**config.mk**
```make
export PLATFORM = sky130hd
export DESIGN_NAME = branch_unit
export DESIGN_NICKNAME = d
export VERILOG_FILES = /design/src/rtl/cpu_pkg.sv /design/src/rtl/branch_cmp.sv /design/src/rtl/branch_unit.sv
export SDC_FILE = /design/constraint.sdc
export NUM_CORES = 1
export LEC_CHECK = 0
export CELL_PAD_IN_SITES_DETAIL_PLACEMENT = 1
export CELL_PAD_IN_SITES_GLOBAL_PLACEMENT = 1
export CORE_MARGIN = 4
export CORE_UTILIZATION = 39
export DETAILED_ROUTE_END_ITERATION = 7
export GPL_TIMING_DRIVEN = 0
export HOLD_SLACK_MARGIN = 0.12
export PLACE_DENSITY = 0.88
export SETUP_SLACK_MARGIN = 0.3
export SLEW_MARGIN = 20
export SYNTH_ARGS = -nofsm -noshare
export SYNTH_HDL_FRONTEND = slang
export SYNTH_HIERARCHICAL = 1
export SYNTH_SLANG_ARGS = --single-unit
```
**constraint.sdc**
```tcl
create_clock -name clk -period 3 [get_ports clk]
set_input_delay 0.9 -clock clk [delete_from_list [all_inputs] [get_ports clk]]
set_output_delay 0.9 -clock clk [all_outputs]
set_load 0.03 [all_outputs]
```
**src/rtl/cpu_pkg.sv**
```systemverilog
// Shared CPU definitions: branch FSM state encoding, branch opcodes and the
// branch target helper used by branch_unit.
package cpu_pkg;

    typedef logic [1:0] state_t;

    localparam state_t ST_IDLE = 2'd0;
    localparam state_t ST_CMP  = 2'd1;
    localparam state_t ST_DEC  = 2'd2;
    localparam state_t ST_WB   = 2'd3;

    localparam logic [5:0] OP_BLTZ = 6'd1;
    localparam logic [5:0] OP_BEQ  = 6'd4;
    localparam logic [5:0] OP_BNE  = 6'd5;
    localparam logic [5:0] OP_BLEZ = 6'd6;
    localparam logic [5:0] OP_BGTZ = 6'd7;

    // Word offset is sign-extended and scaled to bytes; the add wraps mod 2^32.
    function automatic logic [31:0] branch_target(input logic [31:0] pc4,
                                                  input logic [15:0] offs);
        return pc4 + {{14{offs[15]}}, offs, 2'b00};
    endfunction

endpackage

```
**src/rtl/branch_cmp.sv**
```systemverilog
// Combinational signed comparator for the branch unit.
module branch_cmp
    import cpu_pkg::*;
(
    input  logic [31:0] a_i,
    input  logic [31:0] b_i,
    output logic        igual_o,
    output logic        maior_o,
    output logic        menor_o
);

    // Signed relation of a_i against b_i.
    always_comb begin
        igual_o = (a_i == b_i);
        maior_o = ($signed(a_i) > $signed(b_i));
        menor_o = ($signed(a_i) < $signed(b_i));
    end

endmodule

```
**src/rtl/branch_unit.sv**
```systemverilog
// Multi-cycle branch resolution unit: latch, compare, decide, write back.
// Optional branch statistics counters are built when BRANCH_STATS_EN is defined.
//
// state | meaning
// IDLE  | waiting for start; operands latched when start is seen
// CMP   | register comparison flags and branch target
// DEC   | register taken and the resolved next PC
// WB    | done pulse, PC load strobe when taken
module branch_unit
    import cpu_pkg::*;
#(
    parameter int CNT_W = 16
) (
    input  logic              clk,
    input  logic              reset,
    input  logic              start,
    input  logic [5:0]        opcode,
    input  logic [31:0]       rs_val,
    input  logic [31:0]       rt_val,
    input  logic [31:0]       pc_plus4,
    input  logic [15:0]       imm,
    output logic              busy,
    output logic              done,
    output logic              pc_write,
    output logic [31:0]       pc_next,
    output logic              taken
`ifdef BRANCH_STATS_EN
    ,
    output logic [CNT_W-1:0]  taken_cnt,
    output logic [CNT_W-1:0]  not_taken_cnt
`endif
);

    if (CNT_W < 1) begin : g_bad_cnt_w
        $error("branch_unit: CNT_W must be at least 1");
    end

    state_t      state_q, state_d;
    logic [5:0]  op_q;
    logic [31:0] rs_q, rt_q, pc4_q;
    logic [15:0] imm_q;
    logic        igual_q, maior_q, menor_q;
    logic [31:0] target_q;
    logic        taken_q, taken_d;
    logic [31:0] pc_next_q;
    logic [31:0] cmp_b;
    logic        igual_c, maior_c, menor_c;

    // Two-operand branches compare against rt, the rest against zero.
    assign cmp_b = (op_q == OP_BEQ || op_q == OP_BNE) ? rt_q : 32'd0;

    branch_cmp u_cmp (
        .a_i     (rs_q),
        .b_i     (cmp_b),
        .igual_o (igual_c),
        .maior_o (maior_c),
        .menor_o (menor_c)
    );

    // Fixed four-step sequence; start is only looked at in IDLE.
    always_comb begin
        state_d = state_q;
        case (state_q)
            ST_IDLE: if (start) state_d = ST_CMP;
            ST_CMP:  state_d = ST_DEC;
            ST_DEC:  state_d = ST_WB;
            default: state_d = ST_IDLE;
        endcase
    end

    // Branch decision from the registered flags; unknown opcodes never branch.
    always_comb begin
        taken_d = 1'b0;
        case (op_q)
            OP_BEQ:  taken_d = igual_q;
            OP_BNE:  taken_d = ~igual_q;
            OP_BLEZ: taken_d = ~maior_q;
            OP_BGTZ: taken_d = maior_q;
            OP_BLTZ: taken_d = menor_q;
            default: taken_d = 1'b0;
        endcase
    end

    // State, operand, flag and result registers.
    always_ff @(posedge clk or negedge reset) begin
        if (!reset) begin
            state_q   <= ST_IDLE;
            op_q      <= '0;
            rs_q      <= '0;
            rt_q      <= '0;
            pc4_q     <= '0;
            imm_q     <= '0;
            igual_q   <= 1'b0;
            maior_q   <= 1'b0;
            menor_q   <= 1'b0;
            target_q  <= '0;
            taken_q   <= 1'b0;
            pc_next_q <= '0;
        end else begin
            state_q <= state_d;
            case (state_q)
                ST_IDLE: begin
                    if (start) begin
                        op_q  <= opcode;
                        rs_q  <= rs_val;
                        rt_q  <= rt_val;
                        pc4_q <= pc_plus4;
                        imm_q <= imm;
                    end
                end
                ST_CMP: begin
                    igual_q  <= igual_c;
                    maior_q  <= maior_c;
                    menor_q  <= menor_c;
                    target_q <= branch_target(pc4_q, imm_q);
                end
                ST_DEC: begin
                    // Results change only here, so they hold from WB until the next WB.
                    taken_q   <= taken_d;
                    pc_next_q <= taken_d ? target_q : pc4_q;
                end
                default: ;
            endcase
        end
    end

    assign busy     = (state_q != ST_IDLE);
    assign done     = (state_q == ST_WB);
    assign pc_write = done & taken_q;
    assign pc_next  = pc_next_q;
    assign taken    = taken_q;

`ifdef BRANCH_STATS_EN
    logic [CNT_W-1:0] taken_cnt_q, not_taken_cnt_q;
    localparam logic [CNT_W-1:0] CNT_ONE = {{(CNT_W-1){1'b0}}, 1'b1};
    localparam logic [CNT_W-1:0] CNT_MAX = {CNT_W{1'b1}};

    // Saturating outcome counters, bumped once per resolved branch.
    always_ff @(posedge clk or negedge reset) begin
        if (!reset) begin
            taken_cnt_q     <= '0;
            not_taken_cnt_q <= '0;
        end else if (state_q == ST_WB) begin
            if (taken_q) begin
                if (taken_cnt_q != CNT_MAX) taken_cnt_q <= taken_cnt_q + CNT_ONE;
            end else begin
                if (not_taken_cnt_q != CNT_MAX) not_taken_cnt_q <= not_taken_cnt_q + CNT_ONE;
            end
        end
    end

    assign taken_cnt     = taken_cnt_q;
    assign not_taken_cnt = not_taken_cnt_q;
`endif

endmodule

```
# --- Word level (Yosys, flattened, before mapping) ---
# Index checks and enable logic that the tools add are counted.
word_totals:
  regBits: 188
  input_bits: 121
  output_inout_bits: 36
  elab_cells: 37
classes:
  add_sub_neg: 1
  magnitude_cmp: 2
  n_eq_ne: 10
  muxes: 5
  bitwise_logic: 3
  reduce_logical: 4
op_table:
  columns: ["cell", "n"]
  rows:
  - ["32-bit 2-to-1 mux", 2]
  - ["32-bit adder", 1]
  - ["32-bit == test", 1]
  - ["32-bit > comparator", 1]
  - ["32-bit less-than comparator", 1]
  - ["6-bit by 3-bit == test with 1-bit output (second input constant)", 4]
  - ["6-bit by 1-bit == test with 1-bit output (second input constant)", 1]
  - ["2-bit case mux with 3 select lines", 1]
  - ["1-bit case mux with 5 select lines", 1]
  - ["2-bit == test (second input constant)", 2]
  - ["2-bit by 1-bit == test with 1-bit output (second input constant)", 1]
  - ["2-bit logical NOT", 1]
  - ["2-bit 2-to-1 mux", 1]
  - ["2-bit != test (second input constant)", 1]
  - ["1-bit inverter", 2]
  - ["2-bit AND reduction", 1]
  - ["2-bit nonzero test", 1]
  - ["1-bit bitwise AND", 1]
  - ["1-bit logical OR", 1]

# --- Longest topological paths before layout ---
# Gate-level depths: netlist of the first run.
logic_depth:
  depth_word: 4
  ltp_mapped: 14
  ltp_nobuf: 13

# --- Modules after synthesis ---
# Netlist of the first run, hierarchy kept.
modules_own_cells:
  columns: ["mod", "n_inst", "cells_each", "area_per_inst_um2", "seq_area_each_um2"]
  rows:
  - ["branch_unit", 1, 773, 9112.5, 4704.5]
  - ["branch_cmp", 1, 119, 844.6, 0.0]

# --- Worst setup path after synthesis of the first run ---
# OpenSTA, ideal clock, no wires.
synth_timing:
  kind: "flip-flop to flip-flop"
  start: "register op_q[1]"
  end: "register menor_q"
  setup_time_ps: 125
  t_arrival_ps: 2818
  t_required_ps: 2875
  path_slack_ps: 57
  stages_incl_launch_ff: 14
  path_buffers: 1
  period_less_slack_ps: 2943
  cell_sequence: "dfrtp_1 > nand2b_1 > nor4_1 > clkbuf_1 > and2_1 > inv_1 > ha_1 > a21oi_2 > nand2_1 > a221o_1 > a211o_1 > a21oi_2 > mux2i_1 > mux2_2"
synth_via:
  elab_chain_len: 4
  word_cells_on_any_way: 5
  classes_between: "order compare (1); eq/ne (2); mux (1); reduce/logical (1)"
synth_rtl:
  columns: ["element", "line_no", "rtl"]
  rows:
  - ["start, declared", "branch_unit.sv:39", "logic [5:0] op_q;"]
  - ["start signal, assigned", "branch_unit.sv:104", "op_q <= opcode;"]
  - ["6-bit by 3-bit == test with 1-bit output", "branch_unit.sv:50", "assign cmp_b = (op_q == OP_BEQ || op_q == OP_BNE) ? rt_q : 32'd0;"]
  - ["1-bit logical OR (*)", "branch_unit.sv:50", null]
  - ["32-bit 2-to-1 mux (*)", "branch_unit.sv:50", null]
  - ["named net cmp_b[14]", "branch_unit.sv:46", "logic [31:0] cmp_b;"]
  - ["32-bit less-than comparator (*)", "branch_cmp.sv:16", "menor_o = ($signed(a_i) < $signed(b_i));"]
  - ["named net menor_c", "branch_unit.sv:47", "logic igual_c, maior_c, menor_c;"]
  - ["end signal, assigned", "branch_unit.sv:114", "menor_q <= menor_c;"]
  - ["end, declared", "branch_unit.sv:42", "logic igual_q, maior_q, menor_q;"]
# Mark *: on every way through the listed nets, which the timed path passes. The rest lies on a longest branch.
# A chain may end at the register's enable or synchronous reset.

# --- Worst setup path in the final report of the first run ---
layout_timing:
  start: "register op_q[3]"
  end: "register menor_q"
# The elaborated chain is that of the path after synthesis.

==> results of run 1 <==
[critical path, stage by stage, from the launching register on]
cell	delay (ns)
sky130_fd_sc_hd__dfrtp_1	0.43
sky130_fd_sc_hd__nor4_4	0.29
sky130_fd_sc_hd__buf_6	0.20
sky130_fd_sc_hd__buf_8	0.14
sky130_fd_sc_hd__and2_1	0.13
sky130_fd_sc_hd__inv_1	0.07
sky130_fd_sc_hd__ha_4	0.22
sky130_fd_sc_hd__a211oi_1	0.33
sky130_fd_sc_hd__nor2_1	0.14
sky130_fd_sc_hd__a2111oi_4	0.23
sky130_fd_sc_hd__o31ai_2	0.12
sky130_fd_sc_hd__a21oi_2	0.18
sky130_fd_sc_hd__mux2i_1	0.11
sky130_fd_sc_hd__mux2_4	0.27
[cells in the final DEF (no fill, tap or decap), types with 7 or more instances in the layout]
master                              n
sky130_fd_sc_hd__ha_4              17
sky130_fd_sc_hd__inv_2             11
sky130_fd_sc_hd__ha_1              44
sky130_fd_sc_hd__dfrtp_1          187
sky130_fd_sc_hd__clkbuf_16         17
sky130_fd_sc_hd__mux2i_1           36
sky130_fd_sc_hd__o21ai_0           12
sky130_fd_sc_hd__a31oi_1            7
sky130_fd_sc_hd__clkbuf_1          24
sky130_fd_sc_hd__nand4_1            9
sky130_fd_sc_hd__and2_1            24
sky130_fd_sc_hd__and2_4            11
sky130_fd_sc_hd__buf_4              7
sky130_fd_sc_hd__xnor2_1           14
sky130_fd_sc_hd__a21oi_2           11
sky130_fd_sc_hd__nand3_1            9
sky130_fd_sc_hd__inv_1             41
sky130_fd_sc_hd__nor2_1            54
sky130_fd_sc_hd__o21a_1             9
sky130_fd_sc_hd__mux2_2           136
sky130_fd_sc_hd__a21oi_1           61
sky130_fd_sc_hd__a21o_1            16
sky130_fd_sc_hd__nand2_1           51
sky130_fd_sc_hd__clkdlybuf4s50_1  152
[metrics by stage]
stage | worst slack [ns] | setup TNS (ns) | power, mW | util (%) | hold WS [ns]
after floorplan | 0.247 | 0 | 10.5 | - | 0.448
after global placement | -6.90 | -1294.31 | 12.6 | 47.5 | 0.462
after detailed placement | -0.462 | -0.995 | 13.1 | 47.7 | 0.483
after CTS | -0.0562 | -0.104 | 15.8 | 51.1 | 0.395
after global routing | -0.193 | -0.355 | 17.3 | 52.0 | 0.402
final | 0.0438 | 0 | 16.1 | 52.0 | 0.369
[sequential cells by signal, summed over array words and instances, names as in the netlist]
register / flops
igual_q: 1
imm_q: 16
maior_q: 1
menor_q: 1
op_q: 6
pc4_q: 32
pc_next: 32
rs_q: 32
rt_q: 32
state_q: 2
taken: 1
target_q: 32
[repair_timing]
item                                    4_1_cts  5_1_grt
resized for setup                            48       45
setup buffers                                 5        3
endpoints found under the setup margin       10        8
gates cloned                                  2        0
pin swaps                                    16       27
[area by class of cell]
class | count | area, um^2
fill | 2642 | 12100
multi-input combinational | 618 | 5330
sequential | 188 | 4710
timing repair buffer | 168 | 1710
clock buffer | 17 | 425
tap | 330 | 413
inverter | 52 | 195
buffer | 34 | 166
clock inverter | 15 | 155
antenna | 1 | 2.50
[worst min-delay path by stage]
stage               slack, ns                       end
global route             0.40    pc_next[8]$_DFFE_PN0P_
floorplan                0.45  target_q[10]$_DFFE_PN0N_
global placement         0.46  target_q[13]$_DFFE_PN0N_
finish                   0.37    pc_next[8]$_DFFE_PN0P_
CTS                      0.40    pc_next[8]$_DFFE_PN0P_
detailed placement       0.48  target_q[18]$_DFFE_PN0N_
[logic make-up after synthesis]
kind of cell / count (synthesis)
AND/OR/NAND/NOR: 189
flip-flops: 188
multiplexers: 173
AO/OA/AOI/OAI: 170
buffers and inverters: 86
adder cells (fa/ha/maj): 67
XOR/XNOR: 19
[per-layer routing]
layer / track usage (%) / vias up / wire, um / part of all wire [%]
met2: 36.0 / 186 / 15200 / 52
li1: - / 3545 / - / -
met1: 24.4 / 3928 / 12100 / 41
met5: 0 / - / 52 / 0.18
met3: 6.15 / 41 / 1710 / 5.8
met4: 5.05 / 8 / 445 / 1.5
[power by group through the flow]
stage	logic, mW	clock network [mW]	registers [mW]
final	9.01	2.29	4.83
after detailed placement	8.28	0	4.80
after global routing	9.86	2.45	5.00
after floorplan	5.57	0	4.90
after CTS	8.65	2.34	4.80
after global placement	7.87	0	4.69
==> results.md, run 1 <==
- Register-to-Register Path Depth: 13
- Maximum level of the CTS H-tree: 4
- Start point of the critical path: op_q[3]$_DFFE_PN0P_
- Vias per inst: about 5.4
- GPL Wtd Cong: approximately 0.92
- Syn nets: 1,080
- Total setup violations reported at the end of the flow: 0
- Pin slew with the least headroom to its limit: ~0.80 ns
- Status: finished, final reports clean
- Number of nets in the layout: around 1,300
- Post-DP HPWL: 21.1 mm
- Share of the synthesized netlist area taken by xor and xnor gates: 1.67%
- Maximum number of pins on one net before global-route repair: 71
- Biggest area consumer among synthesized cells: sky130_fd_sc_hd__dfrtp_1
- Number of buffers inserted by hold repair at cts: 0
- Share of post-route cells with drive strength above 1: 24.2%
- Share of total power consumed by net switching: 43.2%
- Synth warnings: 6
- Fraction of the yosys area taken by sequential cells: between 40% and 50%
- Arrival time of data at the critical path endpoint: roughly 3.3 ns
- Internal: 9.16 mW
- Setup crit end kind: register
- Source-to-sink clock delay at the later pin of the worst-skew pair: around 0.44 ns
- Initial Utilization: approximately two fifths
- Number of synthesized flops with an enable pin: 0
- Synthesized-area fraction occupied by ao, oa, aoi and oai cells: 11.1%
- Most frequently used flop master after synthesis: sky130_fd_sc_hd__dfrtp_1
- Die Outline Area: approximately 28,000 um^2
- Dpl cells: around 1,400
- CTS Root Buffer Type: sky130_fd_sc_hd__clkbuf_16
- Mean Syn Cell Area: around 11 um^2
- Placed cell areas: between 10,000 and 15,000 um^2
- Hold Vio Cnt, Final: 0
- Clk network pwr share: 14.2%
- Layout area overhead: 31.6%
- Share of async-settable or async-resettable flops after synthesis: 100%
- Maximum VDD drop: between 0.0004 and 0.0005 V
- Min cycle time layout: 2.96 ns
- Remaining global-route overflow: 0
- Number of placed I/O pins: around 160
- Cells after Synth: 892
- Clock tree from TritonCTS: built
- Vias after detailed routing: 7,708
- Cells taking the most area after synthesis: sky130_fd_sc_hd__dfrtp_1, sky130_fd_sc_hd__mux2_2, sky130_fd_sc_hd__ha_1
- Worst relative slew slack: 46.9%
- Die Span X: about 170 um
- Capture instance of the worst register-to-register path: menor_q$_DFFE_PN0N_
- Flip-flop and latch count after synthesis: approximately 190
- Setup clock skew after layout: approximately 0.012 ns
- Cell types with the highest counts after synthesis: sky130_fd_sc_hd__dfrtp_1, sky130_fd_sc_hd__mux2_2, sky130_fd_sc_hd__a21oi_1
- Area fraction of the dominant cell type after synthesis: approximately 47%
- Post-synthesis adder-cell area fraction: about 8.5%
- Share of total power in sequential cells: a little under a third
- CTS buffer count: 17
- Upper clock frequency limit: 338 MHz
- Dominant combinational cell family by area after synthesis: multiplexers
- Routed Antenna Nets: 0
- Synthesized area: between 9000 and 10,000 um^2
- Count of port buffers added during placement: between 150 and 200
- Number of max-cap violations: 0
- Type of the most critical hold path: primary input to asynchronous set/reset pin
- Via count of the first global-routing pass: roughly 8,600
- Share of power burned in combinational logic: 55.8%
- First-iteration detailed-routing DRC count: ~350
- Dominant cell by count in the synthesized netlist: sky130_fd_sc_hd__dfrtp_1
- Post-route non-filler standard cell count: ~1,400
- Count of clock tree sinks: ~190
- Category of the critical setup timing path: register to register
- Crit path capture: menor_q$_DFFE_PN0N_
- Total routed wirelength: approximately 29 mm
- GRT Overall Usage: ~20%
- R2r startpoint: op_q[3]$_DFFE_PN0P_
- Antenna violations before repair: 5
- Synth Area in Simple Gates: 9.11%
- Leakage dissipation: 5.65 nW
- Kind of start point of the critical path: register
- Largest fanout of any net on the critical path: 10
- Reg2reg setup slack: approximately 0.044 ns
- DRC: 0
- Portion of netlist area occupied by mux cells: 19.1%
- Wire length of the first global-routing pass: ~46 mm
- Switching power of the nets: approximately 7.0 mW
- Wirelength per Cell: approximately 21 um
- Setup repair after global routing missed its margin: true
- Clock edge transition at the registers on the reported setup and hold paths: around 0.07 ns
- Share of the cycle needed by the critical path after routing: a little over nine tenths
- First-pass DRT Iterations: 5
- CTS Buffer Depth: 2
- Distinct cell type count of the synthesized netlist: 53
- Core area: 25,200 um^2
- Required time of the worst setup path: 3.32 ns
- Y dimension of the die: around 170 um
- Power per standard cell area: 1230 nW/um^2
- Post-route cell area: between 10,000 and 15,000 um^2
- Row count: 58
- Final-report max-slew violation count: 0
(Power assumes the default switching activity.)
==> inputs of run 2 (changes only) <==
Settings changed: PLACE_DENSITY 0.88 to unset, PLACE_DENSITY_LB_ADDON set to 0.1.
==> run 2 against run 1 <==
Net effect: wire length down 9.6%; global-route usage down 1.2 points; die area unchanged; first-iteration DRC count down 27%; critical path depth up 1; sequential share of layout area up 0.35 points; clock skew up 0.0022 ns; critical path type unchanged; critical endpoint is now maior_q$_DFFE_PN0N_.
==> results.md, run 2 (synthesized netlist as in run 1, its figures left out) <==
- Arrival time of data at the critical path endpoint: 3.28 ns (about the same)
- Maximum number of pins on one net before global-route repair: 72 (+1.4%)
- Largest fanout of any net on the critical path: 7 (-3)
- GRT Overall Usage: 19.2% (-1.2 points)
- Share of total power consumed by net switching: 41.8% (-1.5 points)
- Worst relative slew slack: 48.6% (+1.7 points)
- Leakage dissipation: 5.64 nW (-0.30%)
- Initial Utilization: 39.5% (unchanged)
- Share of the cycle needed by the critical path after routing: 97.4% (-1.2 points)
- Maximum level of the CTS H-tree: 4 (unchanged)
- Wire length of the first global-routing pass: 43.4 mm (-5.4%)
- GPL Wtd Cong: 0.835 (-9.2%)
- Remaining global-route overflow: 0 (unchanged)
- Clock tree from TritonCTS: built
- Count of port buffers added during placement: 156 (unchanged)
- Final cell utilization of the core: 51.5% (-0.51 points)
- Post-route non-filler standard cell count: 1,422 (-0.070%)
- Setup clock skew after layout: 0.0146 ns (+0.00218 ns)
- Wirelength per Cell: 18.7 um (-9.6%)
- Core area: 25,200 um^2 (unchanged)
- Total setup violations reported at the end of the flow: 0 (unchanged)
- Internal: 9.16 mW (about the same)
- Setup slack after layout: 0.0791 ns (+0.0353 ns)
- Power per standard cell area: 1210 nW/um^2 (-1.5%)
- Upper clock frequency limit: 342 MHz (+1.2%)
- Type of the most critical hold path: primary input to asynchronous set/reset pin
- Die Outline Area: 28,200 um^2 (unchanged)
- Y dimension of the die: 168 um (unchanged)
- Routed Antenna Nets: 0 (unchanged)
- Clock edge transition at the registers on the reported setup and hold paths: 0.07 ns (about the same)
- Category of the critical setup timing path: register to register
- Number of nets in the layout: 1,267 (unchanged)
- Min cycle time layout: 2.92 ns (-0.0353 ns)
- Switching power of the nets: 6.57 mW (-5.8%)
- Pin slew with the least headroom to its limit: 0.771 ns (-0.0257 ns)
- Count of clock tree sinks: 188 (unchanged)
- Setup tns final: 0 ns (unchanged)
- Status: finished, final reports clean
- Commonest cells after routing, fill and taps aside: sky130_fd_sc_hd__dfrtp_1, sky130_fd_sc_hd__clkdlybuf4s50_1, sky130_fd_sc_hd__mux2_2, sky130_fd_sc_hd__a21oi_1
- Total routed wirelength: 26.6 mm (-9.6%)
- Vias per inst: 5.18 (-4.4%)
- First-iteration detailed-routing DRC count: 257 (-27%)
- Kind of start point of the critical path: register
- Minimum hold slack: 0.358 ns (-0.0114 ns)
- Hold Vio Cnt, Final: 0 (unchanged)
- Number of placed I/O pins: 157 (unchanged)
- Setup repair after global routing missed its margin: true
- First-pass DRT Iterations: 4 (-1)
- Dpl cells: 1,380 (unchanged)
- Share of power burned in combinational logic: 54.6% (-1.2 points)
- DRC: 0 (unchanged)
- Antenna violations before repair: 0 (-5)
- Vias after detailed routing: 7,360 (-4.5%)
- Clk network pwr share: 15.2% (+1.0 points)
- Commonest non-fill, non-tap cell in the layout: sky130_fd_sc_hd__dfrtp_1
- Number of max-cap violations: 0 (unchanged)
- Layout area overhead: 30.3%
- Row count: 58 (unchanged)
- Share of post-route cells with drive strength above 1: 21.9% (-2.3 points)
- CTS Buffer Depth: 2 (unchanged)
- CTS Root Buffer Type: sky130_fd_sc_hd__clkbuf_16
- Worst slack, placed: -0.483 ns (-0.0204 ns)
- Required time of the worst setup path: 3.36 ns (+0.04 ns)
- Final-report max-slew violation count: 0 (unchanged)
- Source-to-sink clock delay at the later pin of the worst-skew pair: 0.44 ns (about the same)
- Setup crit end kind: register
- Die Span X: 168 um (unchanged)
- Maximum VDD drop: 0.000444 V (-8.8%)
- CTS buffer count: 17 (unchanged)
- Via count of the first global-routing pass: 8,099 (-6.0%)
- Post-DP HPWL: 19.6 mm (-7.5%)
- Antenna diode count: 0 (-1)
- Share of total power in sequential cells: 30.2% (+0.2 points)
## run 2: cell count changes in the layout (fill, tap and decap cells not counted), sizes merged
cell	before	now
diode	1	0
buf	23	22
bufinv	1	2
clkinv	7	3
dlygate4sd2	3	2
clkdlybuf4s50	152	153
clkinvlp	0	1
clkbuf	41	47
inv	59	56
## run 2: area by class of cell
cell class              instances  area (um^2)
clock inverters                10          128
plain buffers                  34          160
repair buffers                168         1710
fillers                      2728        12200
inverters                      52          195
well taps                     330          413
flip-flops and latches        188         4710
multi-input cells             618         5180
clock buffers                  22          484
## run 2: worst paths after layout
| kind | startpoint | to | slack (ns) | cells past startpoint |
|---|---|---|---|---|
| min in group clk | target_q[13]$_DFFE_PN0N_ | target_q[13]$_DFFE_PN0N_ | 0.48 | 2 |
| hold reg to reg | target_q[13]$_DFFE_PN0N_ | target_q[13]$_DFFE_PN0N_ | 0.48 | 2 |
| max in group asynchronous | reset | op_q[2]$_DFFE_PN0P_ | 1.91 | 2 |
| hold / removal | reset | pc_next[8]$_DFFE_PN0P_ | 0.36 | 1 |
| setup / recovery | op_q[3]$_DFFE_PN0P_ | maior_q$_DFFE_PN0N_ | 0.08 | 14 |
| setup reg to reg | op_q[3]$_DFFE_PN0P_ | maior_q$_DFFE_PN0N_ | 0.08 | 14 |
## run 2: layer usage
layer / track usage (%) / vias up / share of wire [%]
li1: - / 3546 / -
met1: 23.9 / 3672 / 43
met2: 33.7 / 121 / 51
met3: 5.17 / 21 / 5.0
met4: 3.99 / 0 / 1.3
met5: 0 / - / 0
## run 2: per-stage QoR
stage                     power (mW)  cell area (um^2)
after CTS                       15.7             12900
after detailed placement        13.0             12000
final                           15.7             13000
after global routing            17.0             13000
after global placement          12.7             11900
after floorplan                 10.5              9970
## run 2: critical path: stages (launching register included)
cell                      delay [ns]
sky130_fd_sc_hd__dfrtp_1        0.42
sky130_fd_sc_hd__nor4_4         0.29
sky130_fd_sc_hd__buf_6          0.19
sky130_fd_sc_hd__buf_8          0.12
sky130_fd_sc_hd__and2_4         0.13
sky130_fd_sc_hd__inv_2          0.04
sky130_fd_sc_hd__ha_4           0.22
sky130_fd_sc_hd__a21oi_2        0.13
sky130_fd_sc_hd__nand2_1        0.08
sky130_fd_sc_hd__a221o_1        0.35
sky130_fd_sc_hd__a211o_1        0.29
sky130_fd_sc_hd__a21oi_2        0.20
sky130_fd_sc_hd__mux2i_1        0.23
sky130_fd_sc_hd__nand2_1        0.07
sky130_fd_sc_hd__o21ai_1        0.08
## run 2: what timing repair did
action,4_1_cts,5_1_grt
endpoints found under the hold margin,0,0
pin swaps,10,11
endpoints found under the setup margin,8,21
gates resized for setup,38,27
setup buffers,5,3
gates cloned,2,0
hold buffers,0,0
## run 2: power by group through the flow
stage	clock, mW	combinational [mW]	sequential, mW
finish	2.39	8.59	4.75
floorplan	0	5.57	4.90
CTS	2.46	8.52	4.76
global route	2.57	9.56	4.92
detailed placement	0	8.24	4.77
global placement	0	8.01	4.73
